**src/rtl/fwd_hazard_unit.sv**
```systemverilog
// Forwarding-select and load-use hazard unit that tracks in-flight destinations per stage.
// Optional FWD_PERF_CNT_EN adds stall_cnt / fwd_cnt performance counters.
module fwd_hazard_unit #(
  parameter int unsigned NUM_SRC    = 2,
  parameter int unsigned DEPTH      = 2,
  parameter int unsigned LOAD_STAGE = 2,
  localparam int unsigned SEL_W     = $clog2(DEPTH + 1)
) (
  input  logic                     clk,
  input  logic                     rst,
  input  logic                     hold,
  input  logic                     flush,
  input  logic                     id_valid,
  input  logic [5*NUM_SRC-1:0]     id_rs_add,
  input  logic [NUM_SRC-1:0]       id_rs_used,
  input  logic [4:0]               id_rd_add,
  input  logic                     id_reg_write,
  input  logic                     id_mem_read,
  output logic                     hazard_stall,
  output logic [SEL_W*NUM_SRC-1:0] ex_fwd_sel,
  output logic                     ex_valid
`ifdef FWD_PERF_CNT_EN
  ,
  output logic [31:0]              stall_cnt,
  output logic [31:0]              fwd_cnt
`endif
);

  logic [DEPTH-1:0]         r_vld;
  logic [DEPTH-1:0]         r_wr;
  logic [DEPTH-1:0]         r_ld;
  logic [4:0]               r_rd [DEPTH];
  logic [SEL_W*NUM_SRC-1:0] r_sel;

  logic [DEPTH-1:0]         w_prod;
  logic [SEL_W*NUM_SRC-1:0] w_sel;
  logic                     w_load_hit;
  logic                     w_take;

  always_comb begin
    for (int j = 0; j < DEPTH; j++) begin
      w_prod[j] = r_vld[j] & r_wr[j] & (r_rd[j] != 5'd0);
    end
  end

  // Scan oldest to youngest so the nearest producer overwrites any older match.
  always_comb begin
    w_sel      = '0;
    w_load_hit = 1'b0;
    for (int i = 0; i < NUM_SRC; i++) begin
      for (int j = DEPTH - 1; j >= 0; j--) begin
        if (id_rs_used[i] && w_prod[j] && (r_rd[j] == id_rs_add[5*i +: 5])) begin
          w_sel[SEL_W*i +: SEL_W] = SEL_W'(j + 1);
          if (r_ld[j] && ((j + 1) < int'(LOAD_STAGE))) begin
            w_load_hit = 1'b1;
          end
        end
      end
    end
  end

  assign hazard_stall = id_valid & ~flush & ~hold & w_load_hit;
  assign w_take       = id_valid & ~hazard_stall & ~flush;

  always_ff @(posedge clk) begin
    if (rst) begin
      r_vld <= '0;
      r_wr  <= '0;
      r_ld  <= '0;
      r_sel <= '0;
      for (int j = 0; j < DEPTH; j++) begin
        r_rd[j] <= 5'd0;
      end
    end else if (!hold) begin
      for (int j = DEPTH - 1; j >= 1; j--) begin
        r_vld[j] <= r_vld[j-1];
        r_wr[j]  <= r_wr[j-1];
        r_ld[j]  <= r_ld[j-1];
        r_rd[j]  <= r_rd[j-1];
      end
      r_vld[0] <= w_take;
      r_wr[0]  <= id_reg_write;
      r_ld[0]  <= id_mem_read;
      r_rd[0]  <= id_rd_add;
      r_sel    <= w_take ? w_sel : '0;
    end
  end

  assign ex_valid   = r_vld[0];
  assign ex_fwd_sel = r_sel;

`ifdef FWD_PERF_CNT_EN
  logic [31:0] r_stall_cnt;
  logic [31:0] r_fwd_cnt;

  always_ff @(posedge clk) begin
    if (rst) begin
      r_stall_cnt <= 32'd0;
      r_fwd_cnt   <= 32'd0;
    end else if (!hold) begin
      if (hazard_stall) begin
        r_stall_cnt <= r_stall_cnt + 32'd1;
      end
      if (r_vld[0] && (r_sel != '0)) begin
        r_fwd_cnt <= r_fwd_cnt + 32'd1;
      end
    end
  end

  assign stall_cnt = r_stall_cnt;
  assign fwd_cnt   = r_fwd_cnt;
`endif

endmodule

```
**config.mk**
```make
export PLATFORM = sky130hd
export DESIGN_NAME = fwd_hazard_unit
export DESIGN_NICKNAME = d
export VERILOG_FILES = /design/src/rtl/fwd_hazard_unit.sv
export SDC_FILE = /design/constraint.sdc
export NUM_CORES = 1
export LEC_CHECK = 0
export BUFFER_PORTS_ARGS = -buffer_cell sky130_fd_sc_hd__buf_2
export CELL_PAD_IN_SITES_DETAIL_PLACEMENT = 1
export CELL_PAD_IN_SITES_GLOBAL_PLACEMENT = 1
export CORE_AREA = 2 2 55 57
export CTS_BUF_LIST = sky130_fd_sc_hd__clkbuf_4 sky130_fd_sc_hd__clkbuf_8 sky130_fd_sc_hd__clkbuf_16
export CTS_CLUSTER_SIZE = 8
export DETAILED_ROUTE_END_ITERATION = 8
export DIE_AREA = 0 0 57 59
export PLACE_DENSITY_LB_ADDON = 0.08
export SETUP_SLACK_MARGIN = 0.5
export SYNTH_ARGS = -nofsm -noshare
export SYNTH_HDL_FRONTEND = slang
export SYNTH_SLANG_ARGS = --single-unit
```
**constraint.sdc**
```tcl
create_clock -name clk -period 2.2 [get_ports clk]
set_input_delay 0.33 -clock clk [delete_from_list [all_inputs] [get_ports clk]]
set_output_delay 0.33 -clock clk [all_outputs]
set_load 0.02 [all_outputs]
```
# Yosys cells after proc, flatten, opt, wreduce, memory -nomap -nowiden
# Memory sizes are Yosys's and may differ from the RTL's.
# Index checks and enable logic that the tools add are counted.
[word_totals] ff_bits=9 ram_bits=10 inputBits=24 out_inout_bits=6 word_cells=49 memories=1
[mem_list] memory="r_rd" depth=2 width=5 read_ports=2 rd_ports_with_merged_regs=0 wr=2 line_no="32" text="logic [4:0] r_rd [DEPTH];"
[classes] eq_ne=4 muxes=16 n_reduce_logical=10 bitwise_logic=14
[ops] op="equality test 5 bit" n=4
[ops] op="two-way mux 5 bit" n=2
[ops] op="nonzero test 5 bit" n=2
[ops] op="bitwise AND 1 bit" n=9
[ops] op="two-way mux 1 bit" n=9
[ops] op="logical AND 1 bit" n=8
[ops] op="two-way mux 2 bit" n=4
[ops] op="two-way mux 4 bit" n=1
[ops] op="inverter 1 bit" n=3
[ops] op="bitwise OR 1 bit" n=2

# Logic depth before layout (Yosys ltp)
# Gate-level depths: netlist of run 1.
[logic_depth] word_depth=12 depth_mapped=6 depth_no_buf=5

# Worst setup path before layout of run 1
# No wires, ideal clock.
[synth_timing] kind="reg2reg" start="memory r_rd[0][1]" end="register r_sel[1], in the netlist ex_fwd_sel[1]" arrival_ns=1.707 t_required_ns=2.142 path_slack_ns=0.435 synth_period_minus_slack_ns=1.765 path_buffers=0 path_stages_with_launch=6 cell_sequence="edfxtp_1 -> or4_4 -> o211ai_2 -> nor4_1 -> a2111oi_0 -> a21o_1"
[synth_rtl] element="start: declaration" line_no="32"
[synth_rtl] element="end signal: assignment" line_no="85" text="r_sel <= w_take ? w_sel : '0;"
[synth_rtl] element="end: declaration" line_no="33" text="logic [SEL_W*NUM_SRC-1:0] r_sel;"

==> impl_metrics.ini, run 1 <==
[routing]
vias_per_cell = 5.15
drt_iter0_markers = 7
wl_per_cell_um = 15.4
antenna_left = 0
num_vias = 839
drc = 0
drt_wl_total_um = 2520
first_pass_iters = 2

[run_status]
outcome = finished clean

[worst_setup_path]
critPathRequiredTime_ns = 1.87
reg2reg_to = ex_fwd_sel[1]$_SDFFE_PP0N_
r2r_slack_ns = 0.19
worstSetupStartpointType = flip-flop
timing.rr.start = r_rd[0][2]$_SDFFCE_PN0P_
worstSetupPathType = flip-flop to output pin
cp_max_fo = 2
cp.arrival_ns = 1.78
end_kind = output pin
ff2ff_path_depth = 9

[floorplan]
num_rows = 19
start_util_pct = 36.8
core-area_um2 = 2710
pin_count = 30
die_area_um2 = 3360
die_h_um = 59
die_width_um = 57

[clock_network]
cts_tree = built
cts_hold_buffers = 0
cts_buffer_depth = 2
clkSlewWorstSetupHoldPaths_ns = 0.10
cts_buffers = 3
clk_latency_ns = 0.29
root_buffer = clkbuf_4
cts_max_level = 1
clock_sinks = 19

[sta]
clock.fmax_mhz = 474
rsz0062_at_grt = true
hold_viol = 0
whs_ns = 0.273
drv_slew = 0
period_minus_slack_ns = 2.11
setup_viol = 0
clock_skew_ns = 0.00823
post-route-period-util_pct = 96.0
relSlewSlack_pct = 69.1
worstMarginPinSlew_ns = 0.462

[placed_design]
dp_cells = 151
dp_hpwl_um = 1840
portBuffers = 29
gp_congestion = 0.733
post_dp_cell_area_um2 = 1180

[logic_synthesis]
synth_area_um2 = 998
ys_types = 26
syn_inst = 93
synth_flop_cell = edfxtp_1
synthTopCellsByArea = edfxtp_1, dfxtp_1, xnor2_1
syn_nets = 117
ys_top_cells_by_count = xnor2_1, edfxtp_1, and2_1, dfxtp_1, xor2_1
post_synth.cell_area_avg_um2 = 10.7
synth-seq-area-share_pct = 48.1
synth_edf_count = 10
async_reset_ff_share_pct = 0
ys_ff_latch = 19
post-synth-top-count-cell = xnor2_1
synth_top_area_share_pct = 30.1
yosysWarningCount = 0
synth_area_leader_cell = edfxtp_1

[hold_path]
whs_path_depth = 3
min_path_type = primary input to flip-flop
worstHoldEndpoint = r_ld[0]$_SDFFE_PP0N_
hp-start = id_mem_read

[global_routing]
grt_use_total_pct = 16.0
antenna_found_initial = 0
grt_overflow = 0
grt_pass1_wl_um = 3970
first_global_vias = 851
grt_start_max_net_pins = 11

[pwr]
p_per_area_nw_per_um2 = 541
p_leak_uw = 0.000601
vdd_drop_max_v = 0.000332

[finish]
fin_cells = 163
final_core_util_pct = 50.2
drive_above_1_share_pct = 43.9
syn_to_final_growth_pct = 36.2
nNetsFinal = 157
diodes = 0
finish.instance_area_um2 = 1360

[run]
timing.max_cap.violations = 0
[routing by layer]
metal,vias up,routed length (um),track usage [%]
met4,0,18,4.98
met5,-,0,0
met2,19,1240,28.4
met1,410,1150,19.7
li1,408,-,-
met3,2,100,2.84
[cell usage in the layout, fill, tap and decap left out, types with 4 or more instances in the layout]
cell type	n
edfxtp_1	10
nand2_2	4
xnor2_1	11
nor2_1	6
xor2_1	8
mux2i_1	4
and2_1	9
dfxtp_1	9
buf_2	28
buf_4	5
buf_6	4
clkbuf_4	4
[cell type report]
class                           count  area [um2]
Fill cell                         311        1350
Multi-Input combinational cell     70         581
Sequential cell                    19         480
Timing Repair Buffer               37         223
Tap cell                           31        38.8
Clock buffer                        4        30.0
Inverter                            2        7.51
[through the flow]
step           worst slack, ns  setup TNS (ns)  power (uW)
2_1_floorplan            0.456               0         487
3_3_place_gp             0.309               0         530
3_5_place_dp             0.269               0         534
4_1_cts                 0.0508               0         735
5_1_grt                -0.0188         -0.0188         777
6_report                0.0884               0         735
[where the power goes]
part,internal [uW],switching [uW],leakage (uW),total [uW]
combinational,67.2,75.4,0.000400,143
sequential,392,20.5,0.000182,413
clock,82.7,97.4,0.0000184,180
total,542,193,0.000601,735
[registers in the layout, indices dropped and copies added (netlist names)]
| signal | flops |
|---|---|
| ex_fwd_sel | 4 |
| r_wr | 2 |
| r_rd | 10 |
| r_vld | 2 |
| r_ld | 1 |
[critical path: stages, from the launching register on]
cell      delay (ns)
edfxtp_1        0.40
or4_4           0.54
o211ai_2        0.16
inv_1           0.07
o211ai_1        0.14
nor2_2          0.06
buf_6           0.13
[cell families (layout without fill, tap and decap cells)]
family | Yosys count | count (layout) | synth area share [%]
simple gates | 36 | 36 | 19.7
xor+xnor | 20 | 20 | 17.5
flops | 19 | 19 | 48.1
buf+inv | 4 | 43 | 1.63
compound gates | 10 | 10 | 9.02
mux | 4 | 4 | 4.01
[how the worst max path moves through the flow]
| stage | from | endpoint | slack, ns | cells past startpoint |
|---|---|---|---|---|
| 2_1_floorplan | r_rd[0][1]$_SDFFCE_PN0P_ | hazard_stall | 0.46 | 5 |
| 3_3_place_gp | r_rd[0][1]$_SDFFCE_PN0P_ | hazard_stall | 0.31 | 6 |
| 3_5_place_dp | r_rd[0][1]$_SDFFCE_PN0P_ | ex_fwd_sel[3]$_SDFFE_PP0N_ | 0.27 | 5 |
| 4_1_cts | r_rd[0][2]$_SDFFCE_PN0P_ | hazard_stall | 0.05 | 6 |
| 5_1_grt | r_rd[0][2]$_SDFFCE_PN0P_ | hazard_stall | -0.02 | 7 |
| 6_report | r_rd[0][2]$_SDFFCE_PN0P_ | hazard_stall | 0.09 | 6 |
[what timing repair did]
item | CTS | global route
setup buffers | 7 | 1
resized for setup | 12 | 9
setup endpoints to repair | 3 | 6
pin swaps | 5 | 6
Note: power is estimated with default switching activity, not from simulation.
==> run 2: changes to the inputs <==
--- a/config.mk
+++ b/config.mk
@@ -5,14 +5,15 @@
 export SDC_FILE = /design/constraint.sdc
 export NUM_CORES = 1
 export LEC_CHECK = 0
+export ABC_AREA = 1
 export BUFFER_PORTS_ARGS = -buffer_cell sky130_fd_sc_hd__buf_2
 export CELL_PAD_IN_SITES_DETAIL_PLACEMENT = 1
 export CELL_PAD_IN_SITES_GLOBAL_PLACEMENT = 1
-export CORE_AREA = 2 2 55 57
+export CORE_AREA = 2 2 62 64
 export CTS_BUF_LIST = sky130_fd_sc_hd__clkbuf_4 sky130_fd_sc_hd__clkbuf_8 sky130_fd_sc_hd__clkbuf_16
 export CTS_CLUSTER_SIZE = 8
 export DETAILED_ROUTE_END_ITERATION = 8
-export DIE_AREA = 0 0 57 59
+export DIE_AREA = 0 0 64 66
 export PLACE_DENSITY_LB_ADDON = 0.08
 export SETUP_SLACK_MARGIN = 0.5
 export SYNTH_ARGS = -nofsm -noshare
==> run 2 against run 1 <==
  * First-iteration DRC count grew to 5.7 times the previous value
  * Largest cell class unchanged
  * Combinational power grew 9.8%
  * Flip-flop and latch count is the same
  * Non-clock buffer count shrank 3
  * Die area grew 26%
  * Critical path type unchanged
  * Synthesized cell count grew 120%
  * Sequential power shrank 1%
==> impl_metrics.ini, run 2 <==
[worst_setup_path]
worstPathCellList = inv_2, buf_4, nand3_1, nand2_2, inv_2, nand3_1, nand2_1, nand2_2, inv_2, buf_6
worstSetupStartpointType = flip-flop
crit_path_top_delay_cell = edfxtp_1
end_kind = output pin
worstSetupPathType = flip-flop to output pin
critPathRequiredTime_ns = 1.87
cp.arrival_ns = 1.52
r2r_slack_ns = 0.80
crit_path_frequent_cell = inv_2
critPathMaxStageDelay_ns = 0.42
crit_start = r_rd[0][4]$_SDFFCE_PN0P_
cp_max_fo = 4
timing.rr.start = r_rd[0][3]$_SDFFCE_PN0P_

[run_status]
outcome = finished clean

[logic_synthesis]
ys_top_cells_by_count = nand2_1, inv_1, nor2_1
yosysWarningCount = 0
post-synth-top-count-cell = nand2_1
post_synth.cell_area_avg_um2 = 6.07
synth_edf_count = 10
synth_flop_cell = edfxtp_1
syn_inst = 200
syn_nets = 224
synth-seq-area-share_pct = 39.6
synth_area_um2 = 1210
async_reset_ff_share_pct = 0
ys_ff_latch = 19
synthTopCellsByArea = edfxtp_1, nand2_1, dfxtp_1
ys_types = 14
synth_top_area_share_pct = 24.7
synth_area_leader_cell = edfxtp_1

[clock_network]
cts_tree = built
cts_max_level = 1
clock_sinks = 19
clkSlewWorstSetupHoldPaths_ns = 0.12
clk_latency_ns = 0.30
root_buffer = clkbuf_4
cts_buffer_depth = 2
cts_buffers = 3

[sta]
worstMarginPinSlew_ns = 0.435
finalSetupTns_ns = 0
rsz0062_at_grt = true
relSlewSlack_pct = 71.0
period_minus_slack_ns = 1.85
clock_skew_ns = 0.0157
clock.fmax_mhz = 539
hold_viol = 0
drv_slew = 0
setup_viol = 0
post-route-period-util_pct = 84.3

[finish]
drive_above_1_share_pct = 20.7
final_core_util_pct = 42.1
syn_to_final_growth_pct = 23.3
nNetsFinal = 262
final_cell_mix = nand2_1, nor2_1, inv_1, buf_2, nand3_1
top_register = r_rd
final_common_cell = nand2_1
largest_reg_flops = 10
diodes = 0

[floorplan]
core-area_um2 = 3550
die_width_um = 64
start_util_pct = 34.2
die_h_um = 66
die_area_um2 = 4220
pin_count = 30
num_rows = 22

[routing]
drc = 0
first_pass_iters = 4
wl_per_cell_um = 12.1
drt_iter0_markers = 40
vias_per_cell = 4.60
num_vias = 1311
antenna_left = 0
drt_wl_total_um = 3450

[global_routing]
grt_overflow = 0
antenna_found_initial = 0
grt_pass1_wl_um = 5790
grt_use_total_pct = 17.4
grt_start_max_net_pins = 13
first_global_vias = 1331

[hold_path]
min_path_type = primary input to flip-flop
hp-start = id_reg_write

[placed_design]
gp_congestion = 0.852
dp_hpwl_um = 2930
portBuffers = 29

[pwr]
vdd_drop_max_v = 0.000238
p_per_area_nw_per_um2 = 498
p_leak_uw = 0.000849

[run]
timing.max_cap.violations = 0
==> run 2: repair_timing <==
action / CTS / global route
pin swaps: 4 / 3
hold buffers: 0 / 0
gates resized for setup: 7 / 2
setup endpoints to repair: 1 / 1
hold endpoints to repair: 0 / 0
buffers inserted: 3 / 1
==> run 2: stage by stage <==
stage | hold slack (ns) | total power [uW] | worst slack [ns] | instance area, um2 | cells
floorplan | 0.419 | 503 | 0.791 | 1210 | 200
global placement | 0.433 | 561 | 0.513 | 1420 | 277
detailed placement | 0.439 | 566 | 0.502 | 1420 | 277
CTS | 0.260 | 748 | 0.356 | 1480 | 284
global route | 0.265 | 793 | 0.227 | 1500 | 285
finish | 0.255 | 746 | 0.346 | 1500 | 285
==> run 2: cell type report <==
type	count	area, um2
repair buffers	34	189
clock inverters	1	5.00
fillers	503	2050
multi-input cells	143	601
flip-flops and latches	19	480
inverters	37	139
clock buffers	3	22.5
well taps	48	60.1
==> run 2: where the power goes <==
group	internal, uW	switching [uW]	leakage [uW]
combinational	59.5	97.3	0.000649
clock	67.6	113	0.0000177
sequential	392	16.5	0.000183
==> run 2: cells by family (layout without fill, tap and decap cells) <==
kind of cell,Yosys count,in the layout,share of synthesized area [%]
XOR/XNOR,3,3,2.17
flip-flops,19,19,39.6
AO/OA/AOI/OAI,10,10,4.12
buffers and inverters,38,75,11.8
AND/OR/NAND/NOR,130,130,42.4
==> run 2: final timing paths <==
check                                     to  cells past startpoint
hold / removal          r_wr[0]$_SDFFE_PP0N_                      3
hold reg to reg   ex_fwd_sel[1]$_SDFFE_PP0N_                      2
setup reg to reg  ex_fwd_sel[3]$_SDFFE_PP0N_                     10
setup / recovery                hazard_stall                     10
==> run 2: critical path, delay by kind of cell, from the launching register on <==
family        cells  cell delay, ns
buf+inv           5            0.44
flops             1            0.42
simple gates      5            0.38
==> run 2: layer usage <==
metal	GRT usage [%]	wire length (um)
met1	23.7	1630
met2	28.9	1620
met3	2.04	163
met4	4.89	40
met5	0	0
